==> src/rtl/lutram_cfg_loader.sv <==
// Packs a valid/ready word stream into NUM_LUTS-wide rows and writes one row per LUTRAM address.
// Optional macro ZUMA_CFG_CHECKSUM_EN adds the cfg_checksum output (running XOR of accepted words).
`ifndef ZUMA_LUT_SIZE
`define ZUMA_LUT_SIZE 6
`endif

module lutram_cfg_loader #(
    parameter int NUM_LUTS      = 64,
    parameter int WORD_WIDTH    = 32,
    parameter int ZUMA_LUT_SIZE = `ZUMA_LUT_SIZE
) (
    input  logic                  clk,
    input  logic                  rst_n,
    input  logic                  start,
    input  logic [WORD_WIDTH-1:0] cfg_data,
    input  logic                  cfg_valid,
    output logic                  cfg_ready,
    output logic [5:0]            lut_a,
    output logic [NUM_LUTS-1:0]   lut_d,
    output logic                  lut_we,
    output logic                  busy,
    output logic                  done
`ifdef ZUMA_CFG_CHECKSUM_EN
    ,
    output logic [WORD_WIDTH-1:0] cfg_checksum
`endif
);

    localparam int W     = (NUM_LUTS + WORD_WIDTH - 1) / WORD_WIDTH;
    localparam int ROW_W = W * WORD_WIDTH;
    localparam int CNT_W = (W > 1) ? $clog2(W) : 1;
    localparam logic [5:0]       LAST_ADDR = 6'((1 << ZUMA_LUT_SIZE) - 1);
    localparam logic [CNT_W-1:0] LAST_WORD = CNT_W'(W - 1);

    typedef enum logic [1:0] {
        ST_IDLE,
        ST_COLLECT,
        ST_WRITE,
        ST_DONE
    } state_t;

    state_t              state_q, state_d;
    logic [5:0]          addr_q, addr_d;
    logic [CNT_W-1:0]    word_cnt_q, word_cnt_d;
    logic [ROW_W-1:0]    row_q, row_d;
    logic [5:0]          lut_a_q, lut_a_d;
    logic [NUM_LUTS-1:0] lut_d_q, lut_d_d;
`ifdef ZUMA_CFG_CHECKSUM_EN
    logic [WORD_WIDTH-1:0] cfg_checksum_q, cfg_checksum_d;
    assign cfg_checksum = cfg_checksum_q;
`endif

    assign lut_a = lut_a_q;
    assign lut_d = lut_d_q;

    always_comb begin
        state_d    = state_q;
        addr_d     = addr_q;
        word_cnt_d = word_cnt_q;
        row_d      = row_q;
        lut_a_d    = lut_a_q;
        lut_d_d    = lut_d_q;
`ifdef ZUMA_CFG_CHECKSUM_EN
        cfg_checksum_d = cfg_checksum_q;
`endif
        cfg_ready  = 1'b0;
        lut_we     = 1'b0;
        busy       = 1'b0;
        done       = 1'b0;

        case (state_q)
            ST_IDLE, ST_DONE: begin
                done = (state_q == ST_DONE);
                if (start) begin
                    state_d    = ST_COLLECT;
                    addr_d     = '0;
                    word_cnt_d = '0;
                    row_d      = '0;
`ifdef ZUMA_CFG_CHECKSUM_EN
                    cfg_checksum_d = '0;
`endif
                end
            end
            ST_COLLECT: begin
                cfg_ready = 1'b1;
                busy      = 1'b1;
                if (cfg_valid) begin
                    for (int unsigned i = 0; i < W; i++) begin
                        if (word_cnt_q == CNT_W'(i)) begin
                            row_d[i*WORD_WIDTH +: WORD_WIDTH] = cfg_data;
                        end
                    end
`ifdef ZUMA_CFG_CHECKSUM_EN
                    cfg_checksum_d = cfg_checksum_q ^ cfg_data;
`endif
                    // Output registers load on the final accept so they present the row during WRITE
                    if (word_cnt_q == LAST_WORD) begin
                        state_d = ST_WRITE;
                        lut_a_d = addr_q;
                        lut_d_d = row_d[NUM_LUTS-1:0];
                    end else begin
                        word_cnt_d = word_cnt_q + 1'b1;
                    end
                end
            end
            ST_WRITE: begin
                lut_we = 1'b1;
                busy   = 1'b1;
                if (addr_q == LAST_ADDR) begin
                    state_d = ST_DONE;
                end else begin
                    addr_d     = addr_q + 1'b1;
                    word_cnt_d = '0;
                    state_d    = ST_COLLECT;
                end
            end
            default: state_d = ST_IDLE;
        endcase
    end

    always_ff @(posedge clk) begin
        if (!rst_n) begin
            state_q    <= ST_IDLE;
            addr_q     <= '0;
            word_cnt_q <= '0;
            row_q      <= '0;
            lut_a_q    <= '0;
            lut_d_q    <= '0;
`ifdef ZUMA_CFG_CHECKSUM_EN
            cfg_checksum_q <= '0;
`endif
        end else begin
            state_q    <= state_d;
            addr_q     <= addr_d;
            word_cnt_q <= word_cnt_d;
            row_q      <= row_d;
            lut_a_q    <= lut_a_d;
            lut_d_q    <= lut_d_d;
`ifdef ZUMA_CFG_CHECKSUM_EN
            cfg_checksum_q <= cfg_checksum_d;
`endif
        end
    end

endmodule

==> config.mk <==
export PLATFORM = sky130hd
export DESIGN_NAME = lutram_cfg_loader
export DESIGN_NICKNAME = d
export VERILOG_FILES = /design/src/rtl/lutram_cfg_loader.sv
export SDC_FILE = /design/constraint.sdc
export NUM_CORES = 1
export LEC_CHECK = 0
export CAP_MARGIN = 5
export CORE_MARGIN = 2
export CORE_UTILIZATION = 40
export DETAILED_ROUTE_END_ITERATION = 8
export PLACE_DENSITY = 0.68
export SLEW_MARGIN = 20
export SYNTH_ARGS = -nofsm -noshare
export SYNTH_HDL_FRONTEND = slang
export SYNTH_SLANG_ARGS = --single-unit
==> constraint.sdc <==
create_clock -name clk -period 1.7 [get_ports clk]
set_input_delay 0.34 -clock clk [delete_from_list [all_inputs] [get_ports clk]]
set_output_delay 0.34 -clock clk [all_outputs]
set_load 0.02 [all_outputs]
==> Yosys cells after proc, flatten, opt, wreduce, memory -nomap -nowiden <==
Index checks and enable logic that the tools add are counted.
{ "word_totals": {"reg_bits": 143, "input_bits": 36, "out_inout_bits": 74, "word_cells": 48} }
{ "op_classes": {"n_addsub": 2, "n_eq_ne": 8, "n_mux": 22, "n_reduce_logical": 10} }
{ "op_table": {"columns": ["op", "n"], "rows": [
  ["two-way mux 64 bit", 2],
  ["one-hot mux 64 bit (2 select lines)", 1],
  ["two-way mux 32 bit", 2],
  ["AND reduction 3 bit", 5],
  ["two-way mux 6 bit", 2],
  ["one-hot mux 6 bit (2 select lines)", 1],
  ["two-way mux 1 bit", 8],
  ["two-way mux 2 bit", 4],
  ["inequality test 2 bit, second input constant", 4],
  ["adder 6 x 1 -> 6 bit, second input constant", 1],
  ["equality test 6 bit, second input constant", 1],
  ["one-hot mux 2 bit (3 select lines)", 1],
  ["equality test 2 bit, second input constant", 2],
  ["nonzero test 2 bit", 2],
  ["OR reduction 2 bit", 2],
  ["one-hot mux 1 bit (3 select lines)", 1],
  ["equality test 2 x 1 -> 1 bit, second input constant", 1],
  ["logical NOT 2 bit", 1],
  ["adder 1 bit, second input constant", 1]
]} }

==> Longest topological paths before layout <==
{ "logic_depth": {"ltp_word": 4, "mapped_depth": 8, "ltp_nobuf": 6} }

==> Worst setup path before layout <==
No wires, ideal clock.
{ "synth_path": {"path_kind": "register -> register", "start": "register state_q[0]", "end": "register row_q[29]", "setup_ns": 0.118, "arrival_ns": 1.654, "t_required_ns": 1.582, "setup_slack_ns": -0.073, "path_stages_with_launch": 9, "path_buffers": 2, "period_less_slack_ns": 1.773, "cell_sequence": "dfxtp_1 inv_1 ha_1 nor2b_4 buf_6 a211o_1 buf_2 a22oi_1 nor2b_1"} }
{ "synth_via": {"elab_chain_len": 4, "word_cells_on_any_way": 9, "classes_between": "eq/ne: 4; mux: 1; reduce/logical: 4"} }
{ "synth_lines": {"columns": ["element", "line", "source"], "rows": [
  ["start, declared", "42", "state_t state_q, state_d;"],
  ["start signal, assigned", "133", "state_q <= state_d;"],
  ["equality test 2 bit / logical NOT 2 bit (equally long branches)", "71", "case (state_q)"],
  ["OR reduction 2 bit", "71", null],
  ["inequality test 2 bit (no source line) / nonzero test 2 bit (equally long branches)", null, null],
  ["AND reduction 3 bit (no source line)", null, null],
  ["end signal, assigned", "136", "row_q <= row_d;"],
  ["end, declared", "45", "logic [ROW_W-1:0] row_q, row_d;"]
]} }
Parallel ways exist; a longest one is shown, timed or not.
A chain may end at the register's enable or synchronous reset.

==> Worst setup path after layout <==
{ "layout_path": {"start": "register state_q[0]", "end": "register row_q[22]"} }
The elaborated chain is that of the path after synthesis.

==> impl_results.md <==
- Core Rows: 37
- Crit-path max FO: 16
- Vias in the first global route: between 3000 and 4000
- TritonCTS Sinks: roughly 110
- CP Buf/Inv Count: 2
- Mux share of post-synthesis cell area: 0.00492
- Int Pwr: ~4.0 mW
- Final setup violation count: 0
- Asr flop ratio synth: 0
- Post-CTS Hold Buffers: 0
- Outcome: complete, no violations
- Clock slew seen by the registers of the worst setup and hold paths: about 0.11 ns
- Mapped Area: about 0.0043 mm²
- Critical R2R Launch: state_q[0]$_SDFFE_PN0P_
- Hpwl dp: between 6000 and 7000 µm
- Final Max Tran Viols: 0
- Pre-CTS WS: -0.130 ns
- GP Congestion: approximately 0.81
- Initial antenna violation count: 0
- Clock power share: 0.286
- CTS Buf Count: 9
- Worst path max stage delay: approximately 0.36 ns
- Largest family of logic cells by synthesized area: compound AO/OA/AOI/OAI gates
- Synth Area in Compound Gates: 0.251
- Synth-to-Final Area Change: 40.1%
- Mean Syn Cell Area: between 8 and 9 µm²
- TritonRoute pass-1 iters: 4
- Yosys warnings: 0
- Post-synth EDFFs: 0
- Die Wd: 108 µm
- Post-DRT Antenna Nets: 0
- Switching share of power: 0.293
- Pwr/cell area: ~940 mW/mm²
- Leading area contributor after synthesis: dfxtp_1
- Period minus WS final: around 1.7 ns
- Logic pwr share: 0.227
- HP Start: lut_d[46]$_SDFFE_PN0P_
- Final hold violation count: 0
- Root buffer cell: clkbuf_8
- Vias: approximately 3700
- Netlist cell types: 36
- GRT Util Overall: 0.178
- XOR/XNOR share of the synthesized area: 0
- CTS tree: built
- Crit share post-route: 0.974
- Largest net degree at the start of global routing: 113
- Slew margin rel.: 0.751
- Maximum operating frequency: 0.604 GHz
- H-tree Lvls: 3
- Die Footprint: 0.0117 mm²
- Startpoint Class: register
- Worst path slowest cell: dfxtp_4
- Worst setup EP type: register
- Clock Path Buffers: 2
- Worst EP arrival: 1.92 ns
- Via/cell ratio: just over 5
- Sequential cell area fraction in the yosys report: 0.514
- Layout cell share with drive strength beyond 1: 0.101
- Fin worst setup slack: between 0.04 and 0.05 ns
- Initial Util: 0.415
- GR Overflow Total: 0
- Hold Crit Class: register to register
- Cell leakage power: 2.84 nW
- Post-Synth Adder-Cell Area: 0.0145
- Max cap viols: 0
- Die H: around 110 µm
- Antenna Cells: 0
- Critical Path RT: 1.96 ns
- Design Power: about 5.7 mW
- Syn nets: 527
- Peak VDD IR: ~0.00053 V
- Post-Synth Simple-Gate Area: 0.172
- Clk Latency, worst-skew pair: roughly 0.36 ns
- Core area: between 0.01 and 0.015 mm²
- Sequential power share: 0.488
- DRT iter0 DRCs: ~140
- Crit path launch: state_q[0]$_SDFFE_PN0P_
- Drt wl/cell: between 10 and 15 µm
- Fin util: 0.582
- #FFs+latches synth: roughly 110
- Yosys top cell area share: 0.514
- Synth Flop Type: dfxtp_1
- CP cell instances: inv_1, ha_4, nor2b_4, a211o_4, clkbuf_16, a22oi_1, nor2b_1
- IO Count: 110
- Final #Nets: between 600 and 700
- Critical path class: register to register
- I/O Buffers: between 100 and 150
- DRC Markers: 0
- Final WL: 10600 µm
- Delay-heaviest family, CP: compound AO/OA/AOI/OAI gates
- Setup Total Neg Slack: 0 ns
- P_sw: approximately 1.7 mW
- Synth Instances: between 400 and 500
- Worst-Margin Slew: 0.373 ns
- Top cells by area, synth: dfxtp_1 51%, nand2_1 9.6%, a21boi_0 9.4%
- Clk_skew: around 0.01 ns
- Global-route wire length before repair: approximately 17000 µm
- Synth top cells by count: 111 x dfxtp_1, 111 x nand2_1, 54 x a21boi_0, 39 x o21ai_0
[per-layer routing]
metal | part of all wire | wire length [µm] | up-vias | GRT usage
met5 | 0 | 0 | - | 0
met4 | 0.010 | 109 | 0 | 0.0531
met3 | 0.067 | 714 | 10 | 0.0506
met2 | 0.48 | 5110 | 96 | 0.293
met1 | 0.44 | 4660 | 1741 | 0.226
li1 | - | - | 1841 | -
[sequential cells by signal, indices dropped and copies added, names as in the netlist]
signal,cells
addr_q,6
lut_a,6
lut_d,64
row_q,32
state_q,2
word_cnt_q,1
[worst min-delay path, cell delays in order (launching register included)]
cell and delay (ns):
dfxtp_1 0.32, nand2_1 0.05, a21boi_1 0.05
[final timing paths]
check	endpoint	slack (ns)	cells past startpoint
worst min-delay path	lut_d[46]$_SDFFE_PN0P_	0.45	2
worst max register to register	row_q[22]$_SDFFE_PN0P_	0.04	7
worst min register to register	lut_d[46]$_SDFFE_PN0P_	0.45	2
worst max-delay path	row_q[22]$_SDFFE_PN0P_	0.04	7
[cell usage in the layout, fill, tap and decap left out, types with 9 or more instances in the layout]
cell type	n
a21boi_0	54
a21boi_1	19
a22oi_1	27
buf_4	12
clkbuf_8	9
clkdlybuf4s50_1	55
dfxtp_1	108
dlymetal6s2s_1	46
nand2_1	111
nor2b_1	32
o21ai_0	38
[repair_timing]
action                     4_1_cts  5_1_grt
gates cloned                     0        1
buffers inserted                 1        1
resized for setup               16       62
pin swaps                        0        1
setup endpoints to repair       27       84
[logic make-up (layout without fill, tap and decap cells)]
| group | Yosys count | count (layout) |
|---|---|---|
| flip-flops | 111 | 111 |
| AO/OA/AOI/OAI | 158 | 158 |
| multiplexers | 2 | 2 |
| adder cells (fa/ha/maj) | 5 | 5 |
| AND/OR/NAND/NOR | 164 | 164 |
| buffers and inverters | 46 | 152 |
[metrics by stage]
stage	hold slack, ns	instance area (µm²)	instances
after floorplan	0.441	4340	486
after global placement	0.437	5650	709
after detailed placement	0.441	5650	709
after CTS	0.455	5870	726
after global routing	0.472	6060	728
final	0.451	6060	728
[final cells by class]
class                      instances  area, µm²
fill                             932       4360
sequential                       111       2230
multi-input combinational        329       2000
timing repair buffer             129       1430
tap                              136        170
clock buffer                       9        124
clock inverter                     7       78.8
inverter                           7       26.3
[power groups by stage]
| stage | clock (mW) | sequential (mW) | combinational (mW) |
|---|---|---|---|
| 2_1_floorplan | 0 | 2.86 | 0.624 |
| 3_3_place_gp | 0 | 2.82 | 1.09 |
| 3_5_place_dp | 0 | 2.83 | 1.13 |
| 4_1_cts | 1.66 | 2.77 | 1.14 |
| 5_1_grt | 1.77 | 2.78 | 1.39 |
| 6_report | 1.62 | 2.77 | 1.29 |
Note: power is estimated with default switching activity, not from simulation.
